**config.mk**
```make
export PLATFORM = sky130hd
export DESIGN_NAME = x68k_ldr_sink_flat
export DESIGN_NICKNAME = d
export VERILOG_FILES = /design/src/rtl/x68k_ldr_sink_if.sv /design/src/rtl/x68k_ldr_sink.sv /design/src/flat_wrapper.sv
export SDC_FILE = /design/constraint.sdc
export NUM_CORES = 1
export LEC_CHECK = 0
export ABC_AREA = 1
export CAP_MARGIN = 0
export CORE_MARGIN = 2
export CORE_UTILIZATION = 59
export DETAILED_ROUTE_END_ITERATION = 7
export PLACE_DENSITY_LB_ADDON = 0.15
export SKIP_LAST_GASP = 1
export SYNTH_ARGS = -nofsm -noshare
export SYNTH_HDL_FRONTEND = slang
export SYNTH_SLANG_ARGS = --single-unit
```
**constraint.sdc**
```tcl
create_clock -name sysclk -period 4.8 [get_ports sysclk]
set_clock_uncertainty 0.05 [all_clocks]
set_input_delay 0.96 -clock sysclk [delete_from_list [all_inputs] [get_ports sysclk]]
set_output_delay 0.96 -clock sysclk [all_outputs]
set_load 0.01 [all_outputs]
```
**src/rtl/x68k_ldr_sink_if.sv**
```systemverilog
// Loader byte handshake plus SDRAM word-write port of the HPS download sink.
interface x68k_ldr_sink_if #(
  parameter int unsigned ADDR_W = 23
);
  logic              ldr_aen;
  logic [19:0]       ldr_addr;
  logic [7:0]        ldr_wdat;
  logic              ldr_wr;
  logic              ldr_ack;
  logic              ram_req;
  logic              ram_ack;
  logic [ADDR_W-1:0] ram_addr;
  logic [15:0]       ram_wdat;
  logic [1:0]        ram_be;

  // Sink side: responds to the loader, requests on the SDRAM port.
  modport slave (
    input  ldr_aen, ldr_addr, ldr_wdat, ldr_wr, ram_ack,
    output ldr_ack, ram_req, ram_addr, ram_wdat, ram_be
  );

  // Environment side: loader initiator and SDRAM responder.
  modport master (
    output ldr_aen, ldr_addr, ldr_wdat, ldr_wr, ram_ack,
    input  ldr_ack, ram_req, ram_addr, ram_wdat, ram_be
  );
endinterface

```
**src/rtl/x68k_ldr_sink.sv**
```systemverilog
// HPS loader sink: packs even/odd download bytes into 68000-order words and
// writes them to SDRAM through a req/ack port before acknowledging the loader.
module x68k_ldr_sink #(
  parameter int unsigned       ADDR_W     = 23,
  parameter logic [ADDR_W-1:0] BASE_WADDR = ADDR_W'(23'h7F0000)
) (
  input  logic               sysclk,
  input  logic               rstn,
  x68k_ldr_sink_if.slave     bus,
  output logic               busy,
  output logic [19:0]        words_written
);
  localparam int unsigned WA_W  = 19;
  localparam int unsigned CNT_W = 20;

  typedef enum logic [1:0] {IDLE, FLUSH, WRITE, ACK} state_t;

  state_t              state_q, state_d;
  logic                armed_q, armed_d;
  logic                hold_v_q, hold_v_d;
  logic [WA_W-1:0]     hold_wa_q, hold_wa_d;
  logic                hold_lane_q, hold_lane_d;
  logic [7:0]          hold_byte_q, hold_byte_d;
  logic                pend_v_q, pend_v_d;
  logic [WA_W-1:0]     pend_wa_q, pend_wa_d;
  logic                pend_lane_q, pend_lane_d;
  logic [7:0]          pend_byte_q, pend_byte_d;
  logic                ram_req_q, ram_req_d;
  logic [ADDR_W-1:0]   ram_addr_q, ram_addr_d;
  logic [15:0]         ram_wdat_q, ram_wdat_d;
  logic [1:0]          ram_be_q, ram_be_d;
  logic                ldr_ack_q, ldr_ack_d;
  logic                busy_q, busy_d;
  logic [CNT_W-1:0]    ww_q, ww_d;

  logic                accept;
  logic                take;
  logic [WA_W-1:0]     cur_wa;
  logic                cur_lane;
  logic [7:0]          cur_byte;
  logic [15:0]         flush_wdat;
  logic [1:0]          flush_be;

  function automatic logic [ADDR_W-1:0] word_addr(input logic [WA_W-1:0] wa);
    return BASE_WADDR + ADDR_W'(wa);
  endfunction

  // Single-lane write of whatever sits in the buffer.
  assign flush_wdat = hold_lane_q ? {8'h00, hold_byte_q} : {hold_byte_q, 8'h00};
  assign flush_be   = hold_lane_q ? 2'b01 : 2'b10;

  always_comb begin
    state_d     = state_q;
    armed_d     = armed_q;
    hold_v_d    = hold_v_q;
    hold_wa_d   = hold_wa_q;
    hold_lane_d = hold_lane_q;
    hold_byte_d = hold_byte_q;
    pend_v_d    = pend_v_q;
    pend_wa_d   = pend_wa_q;
    pend_lane_d = pend_lane_q;
    pend_byte_d = pend_byte_q;
    ram_req_d   = ram_req_q;
    ram_addr_d  = ram_addr_q;
    ram_wdat_d  = ram_wdat_q;
    ram_be_d    = ram_be_q;
    ldr_ack_d   = 1'b0;
    ww_d        = ww_q;
    accept      = 1'b0;
    take        = 1'b0;
    cur_wa      = bus.ldr_addr[19:1];
    cur_lane    = bus.ldr_addr[0];
    cur_byte    = bus.ldr_wdat;

    if (!bus.ldr_wr) armed_d = 1'b1;
    if (ram_req_q && bus.ram_ack && (ww_q != '1)) ww_d = ww_q + CNT_W'(1);

    unique case (state_q)
      IDLE: begin
        accept = bus.ldr_wr && armed_q && bus.ldr_aen && !pend_v_q;
        if (accept) armed_d = 1'b0;
        // A byte parked behind a flush is re-evaluated before anything new.
        if (pend_v_q) begin
          cur_wa   = pend_wa_q;
          cur_lane = pend_lane_q;
          cur_byte = pend_byte_q;
        end
        take = pend_v_q || accept;
        if (take) begin
          pend_v_d = 1'b0;
          if (!cur_lane && !hold_v_q) begin
            hold_v_d    = 1'b1;
            hold_wa_d   = cur_wa;
            hold_lane_d = cur_lane;
            hold_byte_d = cur_byte;
            ldr_ack_d   = 1'b1;
          end else if (cur_lane && hold_v_q && !hold_lane_q && (hold_wa_q == cur_wa)) begin
            ram_req_d  = 1'b1;
            ram_addr_d = word_addr(cur_wa);
            ram_wdat_d = {hold_byte_q, cur_byte};
            ram_be_d   = 2'b11;
            hold_v_d   = 1'b0;
            state_d    = WRITE;
          end else if (hold_v_q) begin
            ram_req_d   = 1'b1;
            ram_addr_d  = word_addr(hold_wa_q);
            ram_wdat_d  = flush_wdat;
            ram_be_d    = flush_be;
            pend_v_d    = 1'b1;
            pend_wa_d   = cur_wa;
            pend_lane_d = cur_lane;
            pend_byte_d = cur_byte;
            state_d     = FLUSH;
          end else begin
            ram_req_d  = 1'b1;
            ram_addr_d = word_addr(cur_wa);
            ram_wdat_d = {8'h00, cur_byte};
            ram_be_d   = 2'b01;
            state_d    = WRITE;
          end
        end else if (!bus.ldr_aen && hold_v_q) begin
          ram_req_d  = 1'b1;
          ram_addr_d = word_addr(hold_wa_q);
          ram_wdat_d = flush_wdat;
          ram_be_d   = flush_be;
          state_d    = FLUSH;
        end
      end
      FLUSH: begin
        if (bus.ram_ack) begin
          ram_req_d = 1'b0;
          hold_v_d  = 1'b0;
          state_d   = IDLE;
        end
      end
      WRITE: begin
        if (bus.ram_ack) begin
          ram_req_d = 1'b0;
          ldr_ack_d = 1'b1;
          state_d   = ACK;
        end
      end
      ACK: state_d = IDLE;
      default: state_d = IDLE;
    endcase

    busy_d = hold_v_d || pend_v_d || ram_req_d;
  end

  always_ff @(posedge sysclk) begin
    if (!rstn) begin
      state_q     <= IDLE;
      armed_q     <= 1'b1;
      hold_v_q    <= 1'b0;
      hold_wa_q   <= '0;
      hold_lane_q <= 1'b0;
      hold_byte_q <= '0;
      pend_v_q    <= 1'b0;
      pend_wa_q   <= '0;
      pend_lane_q <= 1'b0;
      pend_byte_q <= '0;
      ram_req_q   <= 1'b0;
      ram_addr_q  <= '0;
      ram_wdat_q  <= '0;
      ram_be_q    <= '0;
      ldr_ack_q   <= 1'b0;
      busy_q      <= 1'b0;
      ww_q        <= '0;
    end else begin
      state_q     <= state_d;
      armed_q     <= armed_d;
      hold_v_q    <= hold_v_d;
      hold_wa_q   <= hold_wa_d;
      hold_lane_q <= hold_lane_d;
      hold_byte_q <= hold_byte_d;
      pend_v_q    <= pend_v_d;
      pend_wa_q   <= pend_wa_d;
      pend_lane_q <= pend_lane_d;
      pend_byte_q <= pend_byte_d;
      ram_req_q   <= ram_req_d;
      ram_addr_q  <= ram_addr_d;
      ram_wdat_q  <= ram_wdat_d;
      ram_be_q    <= ram_be_d;
      ldr_ack_q   <= ldr_ack_d;
      busy_q      <= busy_d;
      ww_q        <= ww_d;
    end
  end

  assign bus.ldr_ack    = ldr_ack_q;
  assign bus.ram_req    = ram_req_q;
  assign bus.ram_addr   = ram_addr_q;
  assign bus.ram_wdat   = ram_wdat_q;
  assign bus.ram_be     = ram_be_q;
  assign busy           = busy_q;
  assign words_written  = ww_q;
endmodule

```
**src/flat_wrapper.sv**
```systemverilog
// flat-port wrapper written by rule: the top's interface ports become plain ports
module x68k_ldr_sink_flat 
#(
  parameter int unsigned       ADDR_W     = 23,
  parameter logic [ADDR_W-1:0] BASE_WADDR = ADDR_W'(23'h7F0000)
)
  (sysclk, rstn, busy, words_written, bus_ldr_aen, bus_ldr_addr, bus_ldr_wdat, bus_ldr_wr, bus_ram_ack, bus_ldr_ack, bus_ram_req, bus_ram_addr, bus_ram_wdat, bus_ram_be);
  x68k_ldr_sink_if #(.ADDR_W(ADDR_W)) bus_i ();
  input  logic sysclk;
  input  logic rstn;
  output logic busy;
  output logic [19:0] words_written;
  input wire logic [$bits(bus_i.ldr_aen)-1:0] bus_ldr_aen;
  input wire logic [$bits(bus_i.ldr_addr)-1:0] bus_ldr_addr;
  input wire logic [$bits(bus_i.ldr_wdat)-1:0] bus_ldr_wdat;
  input wire logic [$bits(bus_i.ldr_wr)-1:0] bus_ldr_wr;
  input wire logic [$bits(bus_i.ram_ack)-1:0] bus_ram_ack;
  output wire logic [$bits(bus_i.ldr_ack)-1:0] bus_ldr_ack;
  output wire logic [$bits(bus_i.ram_req)-1:0] bus_ram_req;
  output wire logic [$bits(bus_i.ram_addr)-1:0] bus_ram_addr;
  output wire logic [$bits(bus_i.ram_wdat)-1:0] bus_ram_wdat;
  output wire logic [$bits(bus_i.ram_be)-1:0] bus_ram_be;
  assign bus_i.ldr_aen = bus_ldr_aen;
  assign bus_i.ldr_addr = bus_ldr_addr;
  assign bus_i.ldr_wdat = bus_ldr_wdat;
  assign bus_i.ldr_wr = bus_ldr_wr;
  assign bus_i.ram_ack = bus_ram_ack;
  assign bus_ldr_ack = bus_i.ldr_ack;
  assign bus_ram_req = bus_i.ram_req;
  assign bus_ram_addr = bus_i.ram_addr;
  assign bus_ram_wdat = bus_i.ram_wdat;
  assign bus_ram_be = bus_i.ram_be;
  x68k_ldr_sink #(.ADDR_W(ADDR_W), .BASE_WADDR(BASE_WADDR)) u_core (.sysclk(sysclk), .rstn(rstn), .bus(bus_i), .busy(busy), .words_written(words_written));
endmodule
```
=== Word-level counts from Yosys, hierarchy flattened ===
Index checks and enable logic that the tools add are counted.

* Equal/unequal tests: 10
* Multiplexer cells: 52
* Add/subtract/negate cells: 3
* Reductions and logical operators: 25
* Bitwise logic cells: 2

{| class="wikitable"
|+ Operators with widths
! cell !! number
|-
| 23-bit 2-to-1 mux || 5
|-
| 16-bit 2-to-1 mux || 6
|-
| 17-bit by 20-bit adder with 21-bit output (first input constant) || 2
|-
| 19-bit 2-to-1 mux || 2
|-
| 2-bit 2-to-1 mux || 13
|-
| 1-bit 2-to-1 mux || 21
|-
| 20-bit by 1-bit adder with 20-bit output (second input constant) || 1
|-
| 20-bit != test (second input constant) || 1
|-
| 19-bit == test || 1
|-
| 1-bit logical AND || 10
|-
| 8-bit 2-to-1 mux || 1
|-
| 2-bit one-hot mux with 4 select lines || 1
|-
| 2-bit != test (second input constant) || 3
|-
| 1-bit one-hot mux with 2 select lines || 3
|-
| 3-bit AND reduction || 2
|-
| 1-bit logical NOT || 5
|-
| 5-bit AND reduction || 1
|-
| 2-bit == test (second input constant) || 2
|-
| 4-bit AND reduction || 1
|-
| 1-bit logical OR || 3
|-
| 3-bit by 1-bit != test with 1-bit output (second input constant) || 1
|-
| 3-bit != test (second input constant) || 1
|-
| 2-bit by 1-bit == test with 1-bit output (second input constant) || 1
|-
| 2-bit logical NOT || 1
|-
| other kinds (3) || 4
|}

* Bits of input ports: 33
* Output and inout bits: 64
* Logic and storage cells: 109
* Register bits: 125

=== Depth between registers and ports, before layout ===
* Depth after elaboration: 11
* Gate-level depth with buffers: 17
* Mapped depth without buffers: 15

=== Worst setup path after synthesis ===
OpenSTA, ideal clock, no wires.

* Path type: input to register
* Start: input port bus_ldr_addr[11]
* End: register u_core.pend_wa_q[17]
* Path slack: 2.565 ns
* Setup time: 0.119 ns
* Required time: 4.631 ns
* Cell stages on the path: 11
* Path buffers: 2
* Arrival time: 2.066 ns
* Cell sequence: inv_1 o21ai_1 nor2_1 nor2_1 nand2_1 nor2_1 nand3_2 nand3_2 buf_6 buf_2 a21oi_1

* Word-level cells in the longest chain between the ends: 6

{| class="wikitable"
|+ Ends and longest elaborated chain
! what !! RTL line !! source
|-
| start, declared || flat_wrapper.sv:14 || <nowiki>input wire logic [$bits(bus_i.ldr_addr)-1:0] bus_ldr_addr;</nowiki>
|-
| 19-bit 2-to-1 mux || x68k_ldr_sink.sv:83 || <nowiki>if (pend_v_q) begin</nowiki>
|-
| 19-bit 2-to-1 mux || x68k_ldr_sink.sv:78 || <nowiki>unique case (state_q)</nowiki>
|-
| 19-bit == test || x68k_ldr_sink.sv:97 || <nowiki>end else if (cur_lane && hold_v_q && !hold_lane_q && (hold_wa_q == cur_wa)) begin</nowiki>
|-
| 1-bit logical AND || x68k_ldr_sink.sv:97 ||
|-
| 1-bit inverter (no line) || n/a ||
|-
| 5-bit AND reduction (no line) || n/a ||
|-
| end signal, assigned || x68k_ldr_sink.sv:177 || <nowiki>pend_wa_q <= pend_wa_d;</nowiki>
|-
| end, declared || x68k_ldr_sink.sv:25 || <nowiki>logic [WA_W-1:0] pend_wa_q, pend_wa_d;</nowiki>
|}

Every way passes these cells. The select of a mux whose other input is x is not followed.
A chain may end at the register's enable or synchronous reset.

=== Final worst setup path ===
* Start: register u_core.pend_v_q
* End: register u_core.hold_wa_q[18]

* Word-level cells in the longest chain between the ends: 5
* Elaborated cells between the ends (all ways): 10
* Classes of those cells: mux (4); reduce/logical (6)

{| class="wikitable"
|+ Ends and longest elaborated chain
! what !! RTL line !! source
|-
| start, declared || x68k_ldr_sink.sv:24 || <nowiki>logic pend_v_q, pend_v_d;</nowiki>
|-
| start signal, assigned || x68k_ldr_sink.sv:176 || <nowiki>pend_v_q <= pend_v_d;</nowiki>
|-
| 1-bit 2-to-1 mux || x68k_ldr_sink.sv:83 ||
|-
| 1-bit 2-to-1 mux || x68k_ldr_sink.sv:78 ||
|-
| 1-bit logical NOT || x68k_ldr_sink.sv:91 || <nowiki>if (!cur_lane && !hold_v_q) begin</nowiki>
|-
| 1-bit logical AND || x68k_ldr_sink.sv:91 ||
|-
| 3-bit AND reduction (no line) || n/a ||
|-
| end signal, assigned || x68k_ldr_sink.sv:173 || <nowiki>hold_wa_q <= hold_wa_d;</nowiki>
|-
| end, declared || x68k_ldr_sink.sv:21 || <nowiki>logic [WA_W-1:0] hold_wa_q, hold_wa_d;</nowiki>
|}

Parallel ways exist; a longest one is shown, timed or not. The select of a mux whose other input is x is not followed.

==> metrics.yaml <==
route:
  ant_nets: 0
  vias: 6808
  drt-total-wl_um: 17600
  drt-pass1-iter-count: 6
  wl_per_cell_um: 14.2
  drt_iter0_markers: 585
  drcViolationCount: 0
  vias_per_cell: 5.49
finish:
  synthToLayoutAreaGrowth_pct: 21.5
  fillers: 894
  diodes: 0
  drive_gt1_frac: 0.0463
  nets: 1132
timing:
  finalCriticalPeriod_ns: 3.24
  grt_setup_unrepaired: "false"
  finalCritPeriodShare: 0.675
  relSlewSlack: 0.484
  fmax_mhz: 309
  fin_ws_ns: 1.56
  tightest_slew_ns: 0.773
  hold_viol: 0
  slew_violations: 0
  setup_tns_ns: 0
  fin_hold_ws_ns: 0.397
  setup_viol: 0
yosys:
  synth_top_area_cell: "dfxtp_1"
  avgSynthCellArea_um2: 6.45
  seq_area_frac_synth: 0.372
  yosysWarnings: 0
  yosysTopAreaCellShare: 0.372
  synth_nets: 1069
  ys.flop_type: "dfxtp_1"
  synth.distinct_cells: 36
  syn_inst: 1027
  synth_area_mm2: 0.00662
  ys_ff_latch: 123
  synth_edf_count: 0
  yosys-top-cells-count: "nand2_1 (315), dfxtp_1 (123), inv_1 (120)"
  synthArstFlopShare: 0
  synth_most_common_cell: "nand2_1"
  synthTopCellsByArea: "dfxtp_1 (37%), nand2_1 (18%), a21oi_1 (7.8%)"
floorplan:
  die_h_um: 110
  fp.dieW_um: 110
  die_area_mm2: 0.0121
  ioPinCount: 97
  coreArea_mm2: 0.0109
  fp-row-count: 38
  start_util: 0.608
worst_setup_path:
  slowest_delay_ns: 0.70
  crit_top_cell: "inv_2"
  crit_end: "u_core.hold_wa_q[18]$_SDFFE_PN0P_"
  worstReg2RegStart: "u_core.pend_v_q$_SDFF_PN0_"
  rrSetupSlack_ns: 1.56
  crit_required_ns: 5.14
  cp_data_arrival_time_ns: 3.58
  cp-startpoint: "u_core.pend_v_q$_SDFF_PN0_"
  start_kind: "flip-flop"
  worstSetupPathType: "reg2reg"
  path_max_fanout: 46
  worst_path_max_delay_cell: "dfxtp_1"
  reg2reg_to: "u_core.hold_wa_q[18]$_SDFFE_PN0P_"
  ff2ff_path_depth: 9
  path_cells: "inv_6, nand2_2, inv_2, nor2_2, nand3_1, nor2_1, inv_2, o21ai_0, a21oi_1"
  endpoint_kind: "flip-flop"
clock_tree:
  clockBufferDepth: 2
  post-cts-setup-buffer-count: 0
  numCtsBuffers: 17
  path_clk_slew_ns: 0.06
  clk_latency_ns: 0.53
  ctsResizeCount: 0
  cts_root_buf: "clkbuf_8"
  clock-sinks: 123
  h-tree-depth: 4
  tritoncts: "built"
  postCtsHoldBufs: 0
power_and_ir_drop:
  power_density_mw_per_mm2: 374
  p_switching_mw: 0.906
  pwr-share-comb: 0.217
  switching_share: 0.301
  seqPwrFrac: 0.385
  intPower_mw: 2.11
  clockPowerShare: 0.398
  peakVddDrop_uv: 248
  p_leak_nw: 3.30
run_status:
  status: "completed"
place:
  gp_congestion: 0.945
  pre_cts_ws_ns: 1.16
  numPortBuffers: 96
  hpwl_um: 11700
global_routing:
  grt_pass1_vias: 6120
  grt_max_degree: 72
  grt_usage: 0.301
  antenna_found_initial: 0
  grt_overflow_total: 0
  grt_pass1_wl_um: 28500
worst_hold_path:
  hold_path.class: "reg2reg"
flow_run:
  maxCapViolations: 0
## metal layers
layer  vias to the layer above  share of wire  routed length (µm)  track usage
met4                         0          0.015                 272       0.0823
met3                        28          0.071                1250       0.0711
met2                       237           0.48                8460        0.500
met1                      3124           0.43                7600        0.389
met5                         -              0                   0            0
li1                       3419              -                   -            -
## registers in the layout (all words and copies together), names as in the netlist
name / cells
u_core.busy: 1
u_core.hold_wa_q: 19
u_core.pend_lane_q: 1
u_core.bus.ram_req: 1
u_core.pend_byte_q: 8
u_core.hold_byte_q: 8
u_core.hold_lane_q: 1
u_core.bus.ram_wdat: 16
u_core.pend_v_q: 1
u_core.state_q: 2
u_core.bus.ram_be: 2
u_core.bus.ldr_ack: 1
u_core.armed_q: 1
u_core.words_written: 20
u_core.pend_wa_q: 19
u_core.hold_v_q: 1
u_core.bus.ram_addr: 21
## logic make-up after synthesis
group / share of synthesized area
flops: 0.372
xor+xnor: 0.0159
simple gates: 0.296
fa+ha+maj: 0.0170
compound gates: 0.179
buf+inv: 0.120
## worst min path at each step
stage          cells past startpoint                           endpoint                              start
6_report                           2    u_core.pend_lane_q$_SDFFE_PN0P_    u_core.pend_lane_q$_SDFFE_PN0P_
4_1_cts                            2    u_core.pend_lane_q$_SDFFE_PN0P_    u_core.pend_lane_q$_SDFFE_PN0P_
2_1_floorplan                      2    u_core.pend_lane_q$_SDFFE_PN0P_    u_core.pend_lane_q$_SDFFE_PN0P_
3_5_place_dp                       2    u_core.pend_lane_q$_SDFFE_PN0P_    u_core.pend_lane_q$_SDFFE_PN0P_
5_1_grt                            2  u_core.pend_wa_q[15]$_SDFFE_PN0P_  u_core.pend_wa_q[15]$_SDFFE_PN0P_
3_3_place_gp                       2   u_core.pend_wa_q[4]$_SDFFE_PN0P_   u_core.pend_wa_q[4]$_SDFFE_PN0P_
## stage by stage
stage           util  total power, mW  std cells  instance area [µm²]
2_1_floorplan      -             1.61       1027                 6620
3_3_place_gp   0.689             1.81       1211                 7500
3_5_place_dp   0.689             1.82       1211                 7500
4_1_cts        0.739             3.01       1241                 8050
5_1_grt        0.739             3.15       1241                 8050
6_report       0.739             3.01       1241                 8050
## power groups by stage
stage / clock network [mW] / logic [mW] / registers, mW
after floorplan: 0 / 0.427 / 1.19
after global placement: 0 / 0.633 / 1.18
after detailed placement: 0 / 0.643 / 1.18
after CTS: 1.20 / 0.649 / 1.16
after global routing: 1.25 / 0.732 / 1.17
final: 1.20 / 0.654 / 1.16
## layout by cell type (no fill, tap or decap), types with 9 or more instances in the layout
cell	n
inv_1	120
a21oi_1	103
clkbuf_16	16
nor2_1	45
nand4_1	12
o21a_1	10
nand2_1	315
clkdlybuf4s50_1	95
dfxtp_1	123
nand3_1	80
ha_1	9
o21ai_0	101
## worst max-delay path, delay by kind of cell, from the launching register on
family          cells  cell delay, ns
buf+inv             3            0.83
simple gates        4            1.09
flops               1            0.70
compound gates      2            0.42
## area by class of cell
cell class | instances | area (µm²) | area share
tap | 140 | 175 | 0.0218
sequential | 123 | 2460 | 0.306
clock buffer | 22 | 453 | 0.0563
clock inverter | 8 | 95.1 | 0.0118
multi-input combinational | 718 | 3370 | 0.419
inverter | 126 | 478 | 0.0594
timing repair buffer | 104 | 1020 | 0.126
Note: power is estimated with default switching activity, not from simulation.
